===== src/rtl/ps2_command_tx_if.sv =====
// rtl/ps2_command_tx_if.sv - command handshake and status bundle between system logic and the PS/2 transmitter
interface ps2_command_tx_if;
    logic [7:0] cmd_data;
    logic       cmd_valid;
    logic       cmd_ready;
    logic       busy;
    logic       done;
    logic       error;

    modport master (
        output cmd_data,
        output cmd_valid,
        input  cmd_ready,
        input  busy,
        input  done,
        input  error
    );

    modport slave (
        input  cmd_data,
        input  cmd_valid,
        output cmd_ready,
        output busy,
        output done,
        output error
    );
endinterface


===== src/rtl/ps2_command_tx.sv =====
// rtl/ps2_command_tx.sv - host-to-device PS/2 command byte transmitter driving open-drain output enables
module ps2_command_tx #(
    parameter int INHIBIT_CYCLES = 5000,
    parameter int START_TIMEOUT  = 750000,
    parameter int BIT_TIMEOUT    = 100000
) (
    input  logic             clk,
    input  logic             reset,
    ps2_command_tx_if.slave  cmd,
    input  logic             ps2_clk_in,
    input  logic             ps2_dat_in,
    output logic             ps2_clk_oe,
    output logic             ps2_dat_oe
);
    localparam logic [31:0] INH_LOAD   = 32'(INHIBIT_CYCLES - 1);
    localparam logic [31:0] START_LOAD = 32'(START_TIMEOUT - 1);
    localparam logic [31:0] BIT_LOAD   = 32'(BIT_TIMEOUT - 1);

    typedef enum logic [2:0] {
        S_IDLE, S_INHIBIT, S_REQUEST, S_DATA, S_ACK, S_WAIT_IDLE, S_FAIL
    } state_t;

    state_t      state, state_n;
    logic [31:0] timer, timer_n;
    logic [9:0]  frame, frame_n;
    logic [3:0]  bitn, bitn_n;
    logic        dat_bit, dat_bit_n;
    logic [1:0]  guard, guard_n;
    logic [1:0]  clk_sync, dat_sync;
    logic        clk_prev;
    logic        clk_s, dat_s, fe;
    logic        ready_c, busy_c, done_c, error_c;

    assign clk_s = clk_sync[1];
    assign dat_s = dat_sync[1];
    assign fe    = clk_prev & ~clk_s;

    // Synchronisers idle high so a released bus never looks like a falling edge after reset.
    always_ff @(posedge clk or posedge reset) begin
        if (reset) begin
            clk_sync <= 2'b11;
            dat_sync <= 2'b11;
            clk_prev <= 1'b1;
        end else begin
            clk_sync <= {clk_sync[0], ps2_clk_in};
            dat_sync <= {dat_sync[0], ps2_dat_in};
            clk_prev <= clk_s;
        end
    end

    always_ff @(posedge clk or posedge reset) begin
        if (reset) begin
            state   <= S_IDLE;
            timer   <= '0;
            frame   <= '0;
            bitn    <= '0;
            dat_bit <= 1'b0;
            guard   <= '0;
        end else begin
            state   <= state_n;
            timer   <= timer_n;
            frame   <= frame_n;
            bitn    <= bitn_n;
            dat_bit <= dat_bit_n;
            guard   <= guard_n;
        end
    end

    always_comb begin
        state_n    = state;
        timer_n    = (state == S_IDLE || timer == 32'd0) ? timer : timer - 32'd1;
        frame_n    = frame;
        bitn_n     = bitn;
        dat_bit_n  = dat_bit;
        guard_n    = (guard != 2'd0) ? guard - 2'd1 : guard;
        ready_c    = 1'b0;
        busy_c     = 1'b1;
        done_c     = 1'b0;
        error_c    = 1'b0;
        ps2_clk_oe = 1'b0;
        ps2_dat_oe = 1'b0;
        case (state)
            S_IDLE: begin
                ready_c = 1'b1;
                busy_c  = 1'b0;
                if (cmd.cmd_valid) begin
                    frame_n = {1'b1, ~^cmd.cmd_data, cmd.cmd_data};
                    bitn_n  = 4'd0;
                    timer_n = INH_LOAD;
                    state_n = S_INHIBIT;
                end
            end
            S_INHIBIT: begin
                ps2_clk_oe = 1'b1;
                // Start bit goes low during the last inhibit cycle so it leads the clock release.
                if (timer == 32'd0) begin
                    ps2_dat_oe = 1'b1;
                    timer_n    = START_LOAD;
                    guard_n    = 2'd2;
                    state_n    = S_REQUEST;
                end
            end
            S_REQUEST: begin
                ps2_dat_oe = 1'b1;
                if (fe && guard == 2'd0) begin
                    dat_bit_n = ~frame[0];
                    bitn_n    = 4'd1;
                    timer_n   = BIT_LOAD;
                    state_n   = S_DATA;
                end else if (timer == 32'd0) begin
                    state_n = S_FAIL;
                end
            end
            S_DATA: begin
                ps2_dat_oe = dat_bit;
                if (fe) begin
                    timer_n = BIT_LOAD;
                    if (bitn < 4'd10) begin
                        dat_bit_n = ~frame[bitn];
                        bitn_n    = bitn + 4'd1;
                    end else begin
                        state_n = S_ACK;
                    end
                end else if (timer == 32'd0) begin
                    state_n = S_FAIL;
                end
            end
            S_ACK: begin
                if (fe) begin
                    timer_n = BIT_LOAD;
                    state_n = dat_s ? S_FAIL : S_WAIT_IDLE;
                end else if (timer == 32'd0) begin
                    state_n = S_FAIL;
                end
            end
            S_WAIT_IDLE: begin
                if (clk_s && dat_s) begin
                    done_c  = 1'b1;
                    state_n = S_IDLE;
                end else if (timer == 32'd0) begin
                    state_n = S_FAIL;
                end
            end
            S_FAIL: begin
                error_c = 1'b1;
                state_n = S_IDLE;
            end
            default: state_n = S_IDLE;
        endcase
    end

    assign cmd.cmd_ready = ready_c;
    assign cmd.busy      = busy_c;
    assign cmd.done      = done_c;
    assign cmd.error     = error_c;
endmodule


===== src/flat_wrapper.sv =====
// flat-port wrapper written by rule: the top's interface ports become plain ports
module ps2_command_tx_flat 
#(
    parameter int INHIBIT_CYCLES = 5000,
    parameter int START_TIMEOUT  = 750000,
    parameter int BIT_TIMEOUT    = 100000
)
  (clk, reset, ps2_clk_in, ps2_dat_in, ps2_clk_oe, ps2_dat_oe, cmd_cmd_data, cmd_cmd_valid, cmd_cmd_ready, cmd_busy, cmd_done, cmd_error);
  ps2_command_tx_if cmd_i ();
  input  logic clk;
  input  logic reset;
  input  logic ps2_clk_in;
  input  logic ps2_dat_in;
  output logic ps2_clk_oe;
  output logic ps2_dat_oe;
  input wire logic [$bits(cmd_i.cmd_data)-1:0] cmd_cmd_data;
  input wire logic [$bits(cmd_i.cmd_valid)-1:0] cmd_cmd_valid;
  output wire logic [$bits(cmd_i.cmd_ready)-1:0] cmd_cmd_ready;
  output wire logic [$bits(cmd_i.busy)-1:0] cmd_busy;
  output wire logic [$bits(cmd_i.done)-1:0] cmd_done;
  output wire logic [$bits(cmd_i.error)-1:0] cmd_error;
  assign cmd_i.cmd_data = cmd_cmd_data;
  assign cmd_i.cmd_valid = cmd_cmd_valid;
  assign cmd_cmd_ready = cmd_i.cmd_ready;
  assign cmd_busy = cmd_i.busy;
  assign cmd_done = cmd_i.done;
  assign cmd_error = cmd_i.error;
  ps2_command_tx #(.INHIBIT_CYCLES(INHIBIT_CYCLES), .START_TIMEOUT(START_TIMEOUT), .BIT_TIMEOUT(BIT_TIMEOUT)) u_core (.clk(clk), .reset(reset), .cmd(cmd_i), .ps2_clk_in(ps2_clk_in), .ps2_dat_in(ps2_dat_in), .ps2_clk_oe(ps2_clk_oe), .ps2_dat_oe(ps2_dat_oe));
endmodule

===== config.mk =====
export PLATFORM = sky130hd
export DESIGN_NAME = ps2_command_tx_flat
export DESIGN_NICKNAME = d
export VERILOG_FILES = /design/src/rtl/ps2_command_tx_if.sv /design/src/rtl/ps2_command_tx.sv /design/src/flat_wrapper.sv
export SDC_FILE = /design/constraint.sdc
export NUM_CORES = 1
export LEC_CHECK = 0
export CELL_PAD_IN_SITES_DETAIL_PLACEMENT = 0
export CELL_PAD_IN_SITES_GLOBAL_PLACEMENT = 2
export CORE_AREA = 2 2 91 93
export DETAILED_ROUTE_END_ITERATION = 6
export DIE_AREA = 0 0 93 95
export HOLD_SLACK_MARGIN = 0.05
export PLACE_DENSITY_LB_ADDON = 0.1
export SYNTH_ARGS = -nofsm -noshare
export SYNTH_HDL_FRONTEND = slang
export SYNTH_SLANG_ARGS = --single-unit
export TNS_END_PERCENT = 20

===== constraint.sdc =====
create_clock -name clk -period 3.5 [get_ports clk]
set_input_delay 0.7 -clock clk [delete_from_list [all_inputs] [get_ports clk]]
set_output_delay 0.7 -clock clk [all_outputs]
set_load 0.03 [all_outputs]

After elaboration in Yosys (flattened, before gate mapping). Index checks and enable logic that the tools add are counted.

Bits in registers: 57. Output and inout bits: 6. Word-level logic and storage cells: 83. Input bits: 13.

Equality and inequality tests: 12. Muxes and demuxes: 38. Reductions and logical operators: 15. $lt $le $gt $ge: 2. Bitwise logic cells: 4. Add/sub/neg operators: 3.

Operator list (number): two-way mux 32 bit (5); one-hot mux 32 bit (4 select lines) (1); zero test 32 bit (1); subtractor 32 x 1 -> 32 bit, second input constant (1); two-way mux 3 bit (8); one-hot mux 3 bit (6 select lines) (1); two-way mux 4 bit (4); one-hot mux 4 bit (3 select lines) (1); two-way mux 1 bit (11); equality test 3 bit, second input constant (3); two-way mux 2 bit (4); inequality test 2 x 1 -> 1 bit, second input constant (4); XNOR reduction 8 bit (1); equality test 3 x 2 -> 1 bit, second input constant (2); < comparator 4 x 5 -> 1 bit, second input constant (1); AND reduction 5 bit (1); adder 4 x 1 -> 4 bit, second input constant (1); binary-select mux 1 bit (select 4 bit) (1); < comparator 4 bit, second input constant (1); AND reduction 4 bit (1); nonzero test 2 bit (2); equality test 3 x 1 -> 1 bit, second input constant (1); zero test 3 bit (1); inequality test 3 bit, second input constant (1); other kinds (13) (16).

Logic depth before layout (Yosys ltp). Gate-level depths: netlist of the first run.

Word-level depth: 6. Depth in mapped cells: 8. Gate-level depth less buffers: 8.

Least setup slack after synthesis of the first run. OpenSTA, ideal clock, no wires.

Path kind: register to output. Start: register u_core.state[0]. End: output port ps2_dat_oe. Data arrival time: 2.263 ns. Buffers on the path: 1. Required time: 2.800 ns. Setup slack: 0.537 ns. Stages on the path, launching flop included: 6. Cell sequence: dfrtp_1 > buf_2 > inv_1 > nor3_1 > nand4_1 > nand2_1.

Cells in the longest elaborated chain, start to end: 2. Elaborated cells on any way between the ends: 4. Classes of those cells: eq/ne (3); mux (1).

Ends and longest elaborated chain: start, declared (RTL line ps2_command_tx.sv:23) `state_t state, state_n;`; start signal, assigned (RTL line ps2_command_tx.sv:60) `state <= state_n;`; equality test 3 x 2 -> 1 bit or equality test 3 x 1 -> 1 bit (tied branches) (RTL line ps2_command_tx.sv:82) `case (state)`; one-hot mux 1 bit (3 select lines) * (RTL line ps2_command_tx.sv:82); end, declared (RTL line flat_wrapper.sv:15) `output logic ps2_dat_oe;`.

Every way passes the cells marked *; elsewhere a longest branch is shown, timed or not.

Worst setup path in the final report of the first run.
Start: register u_core.timer[16]. End: output port ps2_dat_oe.

Cells in the longest elaborated chain, start to end: 3.

Ends and longest elaborated chain: start, declared (RTL line ps2_command_tx.sv:24) `logic [31:0] timer, timer_n;`; start signal, assigned (RTL line ps2_command_tx.sv:61) `timer <= timer_n;`; zero test 32 bit (RTL line ps2_command_tx.sv:96) `if (timer == 32'd0) begin`; two-way mux 1 bit (RTL line ps2_command_tx.sv:96); one-hot mux 1 bit (3 select lines) (RTL line ps2_command_tx.sv:82).

Every way passes these cells.

==> results of run 1 <==
[report_power, final]
group | internal [mW] | switching (mW) | leakage, nW | total [mW]
logic | 0.186 | 0.197 | 0.700 | 0.383
registers | 0.760 | 0.0905 | 0.712 | 0.850
clock network | 0.399 | 0.281 | 0.0975 | 0.680
[final timing paths]
| path | cells after the start | start | endpoint | slack, ps |
|---|---|---|---|---|
| max | 5 | u_core.timer[16]$_DFF_PP0_ | ps2_dat_oe | 290 |
| min | 0 | u_core.clk_sync[0]$_DFF_PP1_ | u_core.clk_sync[1]$_DFF_PP1_ | 360 |
| max reg2reg | 6 | u_core.timer[16]$_DFF_PP0_ | u_core.timer[27]$_DFF_PP0_ | 1000 |
| min reg2reg | 0 | u_core.clk_sync[0]$_DFF_PP1_ | u_core.clk_sync[1]$_DFF_PP1_ | 360 |
| max in group asynchronous | 3 | reset | u_core.clk_sync[1]$_DFF_PP1_ | 2110 |
| min in group asynchronous | 2 | reset | u_core.frame[5]$_DFFE_PP0P_ | 670 |
[placed cells by master, fill, tap and decap left out, drive strengths merged, types with 4 or more instances in the layout]
| cell type | n |
|---|---|
| a21oi | 20 |
| a31oi | 7 |
| and3 | 5 |
| buf | 12 |
| clkbuf | 9 |
| clkdlybuf4s50 | 18 |
| clkinvlp | 4 |
| dfrtp | 52 |
| dfstp | 5 |
| inv | 6 |
| mux2 | 9 |
| nand2 | 28 |
| nand2b | 8 |
| nand3 | 10 |
| nand4 | 6 |
| nor2 | 23 |
| nor2b | 4 |
| nor3 | 9 |
| nor4 | 8 |
| o211ai | 4 |
| o21ai | 23 |
| o31ai | 6 |
| or3 | 12 |
| or4 | 4 |
| xnor2 | 14 |
| xor2 | 13 |
[critical path, cell delays in order (launching register included)]
cell	delay, ps
sky130_fd_sc_hd__dfrtp_1	430
sky130_fd_sc_hd__nor4_1	530
sky130_fd_sc_hd__and3_1	280
sky130_fd_sc_hd__nand4_1	140
sky130_fd_sc_hd__nand2_1	110
sky130_fd_sc_hd__clkdlybuf4s50_1	680
[area by class of cell]
class,count,area share
clock inverters,7,0.0257
inverters,6,0.00608
clock buffers,9,0.0334
flip-flops and latches,57,0.387
well taps,105,0.0354
repair buffers,30,0.0729
multi-input cells,246,0.440
[through the flow]
step	power [mW]	instance area [µm²]	cells
floorplan	1.14	3160	325
global placement	1.24	3490	444
detailed placement	1.24	3490	444
CTS	1.94	3710	460
global route	2.04	3710	460
finish	1.91	3710	460
[state kept, by name (all words and copies together) (netlist names), 2 cells and up]
name and flops:
u_core.timer 32, u_core.frame 10, u_core.bitn 4, u_core.state 3, u_core.clk_sync 2, u_core.dat_sync 2
u_core.guard 2
[cells by family (layout without fill, tap and decap cells)]
group,count (synthesis),after routing,share of synthesized area
and+or+nand+nor,132,132,0.235
muxes,12,12,0.0456
AOI/OAI and AO/OA,72,72,0.149
DFF,57,57,0.454
buffers and inverters,22,52,0.0293
xor gates and xnor gates,27,27,0.0749
adders and majority gates,3,3,0.0119
[layer usage]
layer  track usage  up-vias  wire length, µm
met1         0.268     1231             3730
met4        0.0441        0               43
li1              -     1235                -
met5             0        -                0
met3        0.0511        4              288
met2         0.281       39             3250
==> impl_results.rst, run 1 <==
.. list-table::
   :header-rows: 1

   * - Metric
     - Value
   * - Status
     - finished, final reports clean
   * - Worst skew pair latency
     - 330 ps
   * - Routed Antenna Nets
     - 0
   * - Minimum setup slack after placement
     - between 600 and 700 ps
   * - Clock Skew
     - roughly 8 ps
   * - Largest net degree at the start of global routing
     - 23
   * - Cell with the most instances after synthesis
     - sky130_fd_sc_hd__dfrtp_1
   * - Total via count in the routed design
     - between 2000 and 3000
   * - Number of distinct library cells after synthesis
     - between 50 and 60
   * - Max VDD drop
     - 0.219 mV
   * - Largest fanout on the critical path
     - 7
   * - Total Routed Length
     - roughly 7300 µm
   * - Transition at the pin with the smallest max-transition slack
     - between 600 and 700 ps
   * - CTS H-tree depth
     - 3
   * - Unrepaired setup endpoints after global routing
     - false
   * - Final period util
     - 0.918
   * - Net count, final
     - about 370
   * - Number of buffers added on ports
     - 18
   * - Most numerous cell types in the synthesized netlist
     - sky130_fd_sc_hd__dfrtp_1 (52), sky130_fd_sc_hd__nand2_1 (28), sky130_fd_sc_hd__nor2_1 (22), sky130_fd_sc_hd__o21ai_0 (22), sky130_fd_sc_hd__a21oi_1 (20)
   * - Yosys warning total
     - 0
   * - Post-synthesis to final-layout area growth
     - 17.4%
   * - Final cell utilization of the core
     - 0.467
   * - DIE WIDTH
     - 93 µm
   * - Area of the mapped netlist
     - approximately 3200 µm²
   * - Maximum clock frequency
     - roughly 310 MHz
   * - Clock tree buffer depth
     - 2
   * - Initial DRC Count
     - 83
   * - Aggregate global-route resource usage
     - 0.187
   * - Mapped Cells
     - around 330
   * - TritonCTS clock tree
     - yes
   * - Global-route wire length before repair
     - around 13000 µm
   * - Ports placed on the boundary
     - 19
   * - Final worst-path setup slack
     - between 200 and 300 ps
   * - Number of pins with negative max-slew slack in the final report
     - 0
   * - Power density over the cells
     - about 520 nW/µm²
   * - Capturing element type of the critical path
     - output pin
   * - WS Path Type
     - reg -> out
   * - Number of synthesized flops with an enable pin
     - 0
   * - Number of antenna violations at the first check in global routing
     - 0
   * - Min-Delay Path Class
     - reg -> reg
   * - Initial Utilization
     - 0.398
   * - Average size of a mapped cell
     - 9.71 µm²
   * - PostCTS Resize Cnt
     - 0
   * - Post-synth top area share
     - 0.412
   * - Headroom to the max-slew limit
     - 0.535
   * - Critical Path Start Type
     - flop
   * - Residual DRC count
     - 0
   * - # rows
     - 33
   * - Area of the multi-input gates
     - between 1500 and 2000 µm²
   * - Area of the die
     - around 8800 µm²
   * - Height of the chip
     - about 95 µm
   * - Count of antenna diodes in the layout
     - 0
   * - Final worst hold slack
     - around 360 ps
   * - Most common flop cell mapped by yosys
     - sky130_fd_sc_hd__dfrtp_1
   * - Clock root cell
     - sky130_fd_sc_hd__clkbuf_8
   * - Endpoint required time on the critical path
     - roughly 2800 ps
   * - Sequential cell area fraction in the yosys report
     - 0.454
   * - Wire per inst
     - 15.9 µm
   * - Clock transition at the register clock pins on the worst setup and hold paths after CTS
     - approximately 70 ps
   * - Standard cell core area
     - slightly below 8000 µm²
   * - Number of optimization iterations in the first detailed-route pass
     - 4
   * - P_leak
     - 1.51 nW
   * - Total nets after synthesis
     - approximately 340
   * - Post-DP HPWL
     - between 5000 and 6000 µm
   * - Cell taking the most area after synthesis
     - sky130_fd_sc_hd__dfrtp_1
   * - Setup Fix Bufs, Post-CTS
     - 0
   * - Leading post-synthesis cells by cell area
     - sky130_fd_sc_hd__dfrtp_1 (41%), sky130_fd_sc_hd__dfstp_2 (4.2%), sky130_fd_sc_hd__xnor2_1 (3.9%), sky130_fd_sc_hd__xor2_1 (3.6%), sky130_fd_sc_hd__o21ai_0 (3.5%)
   * - Clock buffer count from CTS
     - 9
   * - Global placer's final weighted congestion
     - 0.782
   * - Fraction of layout instances using a drive strength above 1
     - 0.161
   * - Final hold violation count
     - 0
   * - Global-route congestion overflow total
     - 0
   * - Synth Register Bits
     - 57
   * - Fin crit period
     - 3210 ps
   * - Max capacitance violation total
     - 0
   * - CTS sink cnt
     - 57
   * - Vias in the first global route
     - 2544
   * - Endpoint arrival time on the critical path
     - about 2500 ps
   * - Vias per inst
     - 5.45
   * - Post-synthesis async set-or-reset flop share
     - 1.00
   * - Final setup vio count
     - 0
   * - Sequential standard cell area
     - between 1000 and 1500 µm²
   * - Number of fillers in the final layout
     - about 810
   * - Total of hold buffers inserted after clock tree synthesis
     - 0
   * - Sum of negative setup slack
     - 0 ps
Note: power is estimated with default switching activity, not from simulation.
==> run 2, diff against run 1 <==
Settings changed: CTS_CLUSTER_SIZE set to 30.
==> results of run 2 <==
The final DEF is identical to that of run 1; final timing and power are the same.
